`src/rtl/serial_adder_pkg.sv`:
```
// Shared types for the digit-serial adder: FSM state encoding and counter sizing.
package adder_pkg;

  typedef enum logic [1:0] {
    IDLE = 2'd0,
    RUN  = 2'd1,
    DONE = 2'd2
  } state_t;

  // One spare bit so the counter can reach N without wrapping.
  function automatic int cnt_width(input int n);
    return $clog2(n) + 1;
  endfunction

endpackage

```
`src/rtl/serial_adder_fa_cell.sv`:
```
// Single-bit full adder cell, chained DIGIT times inside serial_adder.
module fa_cell (
  input  logic a,
  input  logic b,
  input  logic cin,
  output logic sum,
  output logic cout
);

  assign sum  = a ^ b ^ cin;
  assign cout = (a & b) | (cin & (a ^ b));

endmodule

```
`src/rtl/serial_adder.sv`:
```
// Digit-serial adder: WIDTH-bit a + b + cin, DIGIT bits per clock, LSB first.
// Handshake: a request is taken on any rising edge where start=1 and ready=1; done pulses one cycle with the result.
module serial_adder
  import adder_pkg::*;
#(
  parameter int WIDTH = 8,
  parameter int DIGIT = 1
) (
  input  logic             clk,
  input  logic             rst_n,
  input  logic             start,
  input  logic [WIDTH-1:0] a,
  input  logic [WIDTH-1:0] b,
  input  logic             cin,
  output logic             ready,
  output logic             done,
  output logic [WIDTH-1:0] sum,
  output logic             cout,
  output logic             ovf,
  output logic [1:0]       dbg_state
);

  localparam int N  = WIDTH / DIGIT;
  localparam int CW = cnt_width(N);

  if (WIDTH < 2 || DIGIT < 1 || (WIDTH % DIGIT) != 0) begin : g_bad_params
    $error("serial_adder: WIDTH must be >= 2 and an integer multiple of DIGIT");
  end

  state_t           state_q, state_d;
  logic [CW-1:0]    cnt_q, cnt_d;
  logic [WIDTH-1:0] a_q, a_d, b_q, b_d;
  logic [WIDTH-1:0] res_q, res_d, sum_q, sum_d;
  logic             carry_q, carry_d, cout_q, cout_d, ovf_q, ovf_d;

  logic [DIGIT:0]   c;
  logic [DIGIT-1:0] s;
  logic [WIDTH-1:0] res_shift;
  logic             last;

  assign c[0] = carry_q;

  for (genvar i = 0; i < DIGIT; i++) begin : g_ripple
    fa_cell u_fa (
      .a   (a_q[i]),
      .b   (b_q[i]),
      .cin (c[i]),
      .sum (s[i]),
      .cout(c[i+1])
    );
  end

  // New digit enters from the top so the LSB digit ends up at bit 0 after N shifts.
  if (N == 1) begin : g_single
    assign res_shift = s;
  end else begin : g_multi
    assign res_shift = {s, res_q[WIDTH-1:DIGIT]};
  end

  assign last = (cnt_q == CW'(N - 1));

  always_comb begin
    state_d = state_q;
    cnt_d   = cnt_q;
    a_d     = a_q;
    b_d     = b_q;
    res_d   = res_q;
    carry_d = carry_q;
    sum_d   = sum_q;
    cout_d  = cout_q;
    ovf_d   = ovf_q;
    case (state_q)
      IDLE, DONE: begin
        if (start) begin
          a_d     = a;
          b_d     = b;
          carry_d = cin;
          cnt_d   = '0;
          state_d = RUN;
        end else begin
          state_d = IDLE;
        end
      end
      RUN: begin
        res_d   = res_shift;
        a_d     = a_q >> DIGIT;
        b_d     = b_q >> DIGIT;
        carry_d = c[DIGIT];
        cnt_d   = cnt_q + CW'(1);
        if (last) begin
          // c[DIGIT-1] is the carry entering bit WIDTH-1 within the final digit.
          sum_d   = res_shift;
          cout_d  = c[DIGIT];
          ovf_d   = c[DIGIT] ^ c[DIGIT-1];
          state_d = DONE;
        end
      end
      default: state_d = IDLE;
    endcase
  end

  always_ff @(posedge clk) begin
    if (!rst_n) begin
      state_q <= IDLE;
      cnt_q   <= '0;
      a_q     <= '0;
      b_q     <= '0;
      res_q   <= '0;
      carry_q <= 1'b0;
      sum_q   <= '0;
      cout_q  <= 1'b0;
      ovf_q   <= 1'b0;
    end else begin
      state_q <= state_d;
      cnt_q   <= cnt_d;
      a_q     <= a_d;
      b_q     <= b_d;
      res_q   <= res_d;
      carry_q <= carry_d;
      sum_q   <= sum_d;
      cout_q  <= cout_d;
      ovf_q   <= ovf_d;
    end
  end

  assign ready     = (state_q != RUN);
  assign done      = (state_q == DONE);
  assign sum       = sum_q;
  assign cout      = cout_q;
  assign ovf       = ovf_q;
  assign dbg_state = state_q;

endmodule
```
`config.mk`:
```
export PLATFORM = sky130hd
export DESIGN_NAME = serial_adder
export DESIGN_NICKNAME = d
export VERILOG_FILES = /design/src/rtl/serial_adder_pkg.sv /design/src/rtl/serial_adder_fa_cell.sv /design/src/rtl/serial_adder.sv
export SDC_FILE = /design/constraint.sdc
export NUM_CORES = 1
export LEC_CHECK = 0
export BUFFER_PORTS_ARGS = -buffer_cell sky130_fd_sc_hd__buf_2
export CORE_MARGIN = 2
export CORE_UTILIZATION = 44
export DETAILED_ROUTE_END_ITERATION = 16
export GPL_TIMING_DRIVEN = 0
export PLACE_DENSITY = 0.68
export SKIP_LAST_GASP = 1
export SLEW_MARGIN = 20
export SYNTH_ARGS = -nofsm -noshare
export SYNTH_HDL_FRONTEND = slang
export SYNTH_SLANG_ARGS = --single-unit
```
`constraint.sdc`:
```
create_clock -name clk -period 1.22 [get_ports clk]
set_input_delay 0.244 -clock clk [delete_from_list [all_inputs] [get_ports clk]]
set_output_delay 0.244 -clock clk [all_outputs]
set_load 0.005 [all_outputs]
```
==> results.txt, run 1 <==
DR pass1 iterations -> 4
Top-area cell type share of the netlist area -> 0.4904
Routability cong. -> 0.7903
P&R area growth vs syn -> 36.09%
Worst Path Max Fanout -> 3
RSZ-0062 raised after global routing -> true
Worst-margin pin slew -> 0.6174 ns
Post-route setup TNS -> -2.988 ns
Deepest clock path buffer count -> 2
Yosys cell types -> 27
Final hold viol count -> 0
Hold_sp -> b[7]
Period utilisation layout -> 1.193
CTS hold repair buffers -> 0
Detailed placement HPWL -> 2589 um
Mapped Cells -> 186
Synth Cell Area -> 1633 um2
Avg Inst Size Synth -> 8.779 um2
Die ar. -> 4214 um2
Fill cells -> 330
Die Y -> 64.92 um
Nets -> 256
Syn Nets -> 208
Overall Global Routing Usage -> 0.2116
I/O Pins -> 34
Status -> finished with violations
Drc violations -> 0
Yosys warning count -> 0
Routed WL per cell -> 14.58 um
CTS H-tree depth -> 2
Register area share after synthesis -> 0.4904
Synth area leaders -> dfxtp_1 49%, a21oi_1 12%, nand3_1 8.9%
Effective utilization at floorplan -> 0.4528
Synth async-reset ratio -> 0
Flops & latches, synth -> 40
Clock slew at reported path FFs -> 0.07 ns
Max Cap Viol -> 0
Top-count cell post-synth -> dfxtp_1
Die width -> 64.92 um
CP arrival -> 1.21 ns
Dpl cells -> 267
Worst vdd ir -> 0.7869 mV
CP Launch Point -> dbg_state[1]$_SDFFE_PN0P_
Most frequent cells after synthesis -> 40 x dfxtp_1, 38 x a21oi_1, 29 x nand3_1
Slew headroom -> 0.5884
Yosys top cell by area -> dfxtp_1
CTS tree -> yes
Pre-CTS setup slack -> -0.1824 ns
Initial drt markers -> 60
CP endpoint kind -> output port
Row count -> 22
Initial antenna violation count -> 0
Number of global-route vias before repair -> 1462
Clk_skew -> 0.003258 ns
Num CTS Buffers -> 5
ANT nets after route -> 0
N_diodes -> 0
Grt total ovfl -> 0
PnR worst setup slack -> -0.2356 ns
Fin crit period -> 1.456 ns
Fin cells -> 283
Largest net degree at the start of global routing -> 13
Power density over cell area -> 1285 nW/um2
Reg-to-reg critical path startpoint -> dbg_state[1]$_SDFFE_PN0P_
WS Path Type -> reg -> out
Critical path data required time -> 0.98 ns
Vias per cell -> 5.367
Port Buffers -> 33
CP startpoint kind -> flip-flop
DR vias -> 1519
Hold WC Path Type -> in -> reg
Main flop type after synthesis -> dfxtp_1
Failing checks -> negative setup slack
Final WL -> 4127 um
Global-route wire length before repair -> 6706 um
Core Region -> 3606 um2
Final setup fails -> 37
Clk_lat worst skew -> 0.30 ns
Util after Layout -> 0.6162
Layout cells sized above 1 -> 0.3872
Root Driver -> clkbuf_8
Max Fclk -> 0.6870 GHz
TritonCTS Sinks -> 40
Pleak -> 0.8548 nW
Slew Viols, Final -> 0
Post-synth EDFFs -> 0
stage by stage:
step | power [mW] | instance area, um2 | hold slack (ns)
2_1_floorplan | 1.618 | 1635 | 0.3800
3_3_place_gp | 1.717 | 1861 | 0.4478
3_5_place_dp | 1.718 | 1861 | 0.4588
4_1_cts | 2.844 | 2105 | 0.1745
5_1_grt | 3.003 | 2222 | 0.1893
6_report | 2.855 | 2222 | 0.1890
path summary, 6_finish.rpt:
| check | endpoint | slack (ns) | depth (start not counted) |
|---|---|---|---|
| worst min-delay path | b_q[7]$_SDFFE_PN0P_ | 0.19 | 3 |
| worst min register to register | sum[3]$_SDFFE_PN0P_ | 0.46 | 2 |
| worst max-delay path | ready | -0.24 | 5 |
| worst max register to register | sum[0]$_SDFFE_PN0P_ | -0.15 | 7 |
what timing repair did:
| item | 4_1_cts | 5_1_grt |
|---|---|---|
| pin swaps | 2 | 5 |
| setup endpoints to repair | 32 | 41 |
| cloned | 1 | 2 |
| setup buffers | 4 | 1 |
| hold endpoints to repair | 0 | 0 |
| gates resized for setup | 38 | 21 |
routing by layer:
| layer | GRT usage | vias to the layer above | part of all wire |
|---|---|---|---|
| li1 | - | 758 | - |
| met1 | 0.2388 | 721 | 0.45 |
| met2 | 0.3673 | 34 | 0.49 |
| met3 | 0.06944 | 6 | 0.050 |
| met4 | 0.08245 | 0 | 0.013 |
| met5 | 0 | - | 0 |
placed cells by master (no fill, tap or decap), types with 2 or more instances in the layout:
cell and instances:
dfxtp_1 37, clkbuf_8 5, nand3_1 29, a22oi_1 7, a22oi_2 8, dfxtp_2 2, nand2b_1 3, o21ai_1 4
buf_4 8, a21oi_2 2, buf_6 7, nor2b_1 2, nand2_1 16, a21oi_1 36, buf_2 34, buf_8 3
o21ai_2 5, clkbuf_1 5
cell families after synthesis:
kind of cell    after synthesis  share of synthesized area
flops                        40                     0.4904
compound gates               64                     0.2261
mux                           2                    0.01532
xor+xnor                      1                   0.005365
simple gates                 57                     0.1724
fa+ha+maj                     2                    0.01992
buf+inv                      20                    0.07049
cell type report:
type | instances | area (um2) | area share
plain buffers | 18 | 166.4 | 0.07489
inverters | 2 | 7.507 | 0.003378
multi-input cells | 126 | 820.8 | 0.3694
clock buffers | 6 | 72.57 | 0.03266
well taps | 48 | 60.06 | 0.02703
flip-flops and latches | 40 | 807.0 | 0.3632
repair buffers | 41 | 252.7 | 0.1137
clock inverters | 2 | 35.03 | 0.01577
worst max-delay path, stage by stage (launching register included):
cell	delay [ns]
dfxtp_2	0.32
and2b_4	0.24
inv_2	0.04
buf_6	0.11
buf_8	0.10
buf_6	0.10
power breakdown:
group	switching (mW)	internal [mW]
Sequential	0.0346	1.35
Combinational	0.214	0.196
Clock	0.451	0.607
Total	0.699	2.16
registers in the layout, indices dropped and copies added (netlist names):
register	cells
a_q	8
b_q	8
sum	8
res_q	7
cnt_q	4
dbg_state	2
carry_q	1
cout	1
ovf	1
Note: power is estimated with default switching activity, not from simulation.
==> run 2: changes to the inputs <==
PLACE_DENSITY = 0.65   (was 0.68)
SYNTH_HIERARCHICAL = 1   (was default)
clock period = 1.89 ns   (was 1.22 ns; I/O delays follow)
==> results.txt, run 2 <==
Die ar. -> 4214 um2 (unchanged)
Power density over cell area -> 848.9 nW/um2 (-34%)
Critical path data required time -> 1.51 ns (+0.53 ns)
Num CTS Buffers -> 5 (unchanged)
ANT nets after route -> 0 (unchanged)
Met1 Track Usage GR -> 0.2383 (-0.0005709)
Routability cong. -> 0.6944 (-12%)
Pleak -> 0.7585 nW (-11%)
Grt met2 use -> 0.2899 (-0.07732)
Row count -> 22 (unchanged)
Area of the multi-input gates -> 749.5 um2 (-8.7%)
Synth area leaders -> dfxtp_1 49%, a21oi_1 8.6%, nand2_1 8.0%
Slew headroom -> 0.6812 (+0.09274)
Initial antenna violation count -> 0 (unchanged)
Fin crit period -> 1.799 ns
Worst vdd ir -> 0.5343 mV (-32%)
DR vias -> 1432 (-5.7%)
Grt total ovfl -> 0 (unchanged)
P&R area growth vs syn -> 19.31%
Worst-margin pin slew -> 0.4783 ns (-0.1391 ns)
Sequential share of power -> 0.541 (+0.055)
Layout cells sized above 1 -> 0.2321 (-0.1551)
WHS -> 0.3255 ns (+0.1365 ns)
Post-route setup TNS -> 0 ns (+2.988 ns)
Worst Path Buf+Inv -> 4 (unchanged)
Nets -> 245 (-4.3%)
Worst Path Max Fanout -> 10 (+7)
Status -> complete, no violations
Setup Fix Bufs, Post-CTS -> 0 (-4)
Max Cap Viol -> 0 (unchanged)
I/O Pins -> 34 (unchanged)
CP most frequent cell -> buf_2
Top delay family on crit path -> buffers and inverters
Avg Inst Size Synth -> 8.922 um2 (+1.6%)
Worst path cell trace -> and2b_1 > buf_6 > inv_4 > buf_2 > buf_2
Deepest clock path buffer count -> 2 (unchanged)
CTS hold repair buffers -> 0 (unchanged)
Yosys cell types -> 26 (-3.7%)
Switch Pwr -> 410.5 uW (-41%)
Die width -> 64.92 um (unchanged)
Register Area -> 800.8 um2 (-0.78%)
Flops & latches, synth -> 40 (unchanged)
Detailed placement HPWL -> 2329 um (-10%)
Yosys warning count -> 6 (+6)
Fill cells -> 370 (+12%)
Mapped Cells -> 183 (-1.6%)
Main flop type after synthesis -> dfxtp_1
Slew Viols, Final -> 0 (unchanged)
Synth async-reset ratio -> 0 (unchanged)
Final hold viol count -> 0 (unchanged)
Initial drt markers -> 76 (+27%)
Effective utilization at floorplan -> 0.4528 (unchanged)
Syn Nets -> 205 (-1.4%)
Commonest cells after routing, fill and taps aside -> 40 x buf_2, 40 x dfxtp_1, 35 x nand2_1, 28 x a21oi_1, 20 x nand3_1
Slowest cell on crit path -> dfxtp_1
Global-route wire length before repair -> 5961 um (-11%)
Crit-path max cell delay -> 0.35 ns (+0.03 ns)
Clock slew at reported path FFs -> 0.07 ns (about the same)
Top-area cell type share of the netlist area -> 0.4904 (unchanged)
Switching part of the total -> 0.2482 (+0.003377)
M3 GR Usage -> 0.05903 (-0.01042)
Port Buffers -> 33 (unchanged)
WS Path Type -> reg -> out
Number of global-route vias before repair -> 1294 (-11%)
Synth Cell Area -> 1633 um2 (unchanged)
CTS H-tree depth -> 2 (unchanged)
TritonCTS Sinks -> 40 (unchanged)
Top-count cell post-synth -> dfxtp_1
Largest net degree at the start of global routing -> 12 (-1)
Most frequent cells after synthesis -> 40 x dfxtp_1, 35 x nand2_1, 28 x a21oi_1
CP startpoint kind -> flip-flop
CP arrival -> 1.42 ns (+0.21 ns)
Hold WC Path Type -> in -> reg
Combinational fraction of design power -> 0.111 (-0.032)
Vias per cell -> 5.265 (-1.9%)
Die Y -> 64.92 um (unchanged)
Drc violations -> 0 (unchanged)
Yosys top cell by area -> dfxtp_1
Clock Power Share -> 0.349 (-0.021)
Post_cts resized -> 0 (-100%)
Final setup fails -> 0 (-100%)
Most Crowded Layer GR -> met2
Root Driver -> clkbuf_8
Clk_skew -> 0.002485 ns (-0.0007723 ns)
Final WL -> 3464 um (-16%)
Routed WL per cell -> 12.74 um (-13%)
Overall Global Routing Usage -> 0.1834 (-0.02821)
Period utilisation layout -> 0.9519
DR pass1 iterations -> 4 (unchanged)
Core Region -> 3606 um2 (unchanged)
RSZ-0062 raised after global routing -> false
Clk_lat worst skew -> 0.29 ns (about the same)
N_diodes -> 0 (unchanged)
CTS tree -> yes
Max Fclk -> 0.5558 GHz
Register area share after synthesis -> 0.4904 (unchanged)
Post-synth EDFFs -> 0 (unchanged)
Internal -> 1.243 mW (-42%)
CP endpoint kind -> output port
## run 2: changes by cell type after synthesis, sizes merged
| cell | delta |
|---|---|
| a311oi | -1 |
| a21oi | -10 |
| and3b | -1 |
| nand3 | -9 |
| o41ai | +1 |
| nand2 | +18 |
| nor2 | +1 |
| mux2i | +9 |
| o21ai | -9 |
| clkbuf | +1 |
| o211ai | +1 |
| buf | -4 |
## run 2: path summary, 6_finish.rpt
path	startpoint	end	slack, ns	cells past startpoint
max	dbg_state[0]$_SDFFE_PN0P_	ready	0.09	5
min	b[7]	b_q[7]$_SDFFE_PN0P_	0.33	3
max reg2reg	cnt_q[0]$_SDFFE_PN0P_	sum[1]$_SDFFE_PN0P_	0.35	4
min reg2reg	sum[0]$_SDFFE_PN0P_	sum[0]$_SDFFE_PN0P_	0.46	2
## run 2: area by class of cell
type / instances / share of cell area
flip-flops and latches: 40 / 0.4110
multi-input cells: 126 / 0.3847
repair buffers: 33 / 0.08478
clock buffers: 8 / 0.04624
plain buffers: 15 / 0.03725
well taps: 48 / 0.03083
inverters: 2 / 0.005138
## run 2: routing by layer
metal | vias to the layer above | part of all wire
li1 | 720 | -
met1 | 670 | 0.48
met2 | 37 | 0.46
met3 | 5 | 0.048
met4 | 0 | 0.011
met5 | - | 0
## run 2: power groups by stage
stage / registers (mW) / clock network [mW] / logic (mW)
after floorplan: 0.909 / 0 / 0.124
after global placement: 0.913 / 0 / 0.182
after detailed placement: 0.913 / 0 / 0.184
after CTS: 0.894 / 0.593 / 0.184
after global routing: 0.898 / 0.641 / 0.206
final: 0.894 / 0.577 / 0.183
## run 2: cell families (layout without fill, tap and decap cells)
| group | after synthesis | after routing | share of synthesized area |
|---|---|---|---|
| xor+xnor | 1 | 1 | 0.005365 |
| simple gates | 66 | 66 | 0.1862 |
| compound gates | 46 | 46 | 0.1770 |
| fa+ha+maj | 2 | 2 | 0.01992 |
| flops | 40 | 40 | 0.4904 |
| mux | 11 | 11 | 0.07050 |
| buf+inv | 17 | 58 | 0.05058 |
## run 2: per-stage QoR
| step | utilization | instance area [um2] | power (mW) | worst slack, ns | std cells |
|---|---|---|---|---|---|
| after floorplan | - | 1633 | 1.033 | 0.6177 | 183 |
| after global placement | 0.5153 | 1858 | 1.095 | 0.2427 | 264 |
| after detailed placement | 0.5153 | 1858 | 1.097 | 0.2423 | 264 |
| after CTS | 0.5403 | 1948 | 1.671 | 0.08377 | 272 |
| after global routing | 0.5403 | 1948 | 1.744 | 0.004144 | 272 |
| final | 0.5403 | 1948 | 1.654 | 0.09093 | 272 |
## run 2: tightest hold or removal path: cells and delay by family
family / cells / cell delay (ns)
buffers and inverters: 1 / 0.09
AO/OA/AOI/OAI: 1 / 0.05
AND/OR/NAND/NOR: 1 / 0.04
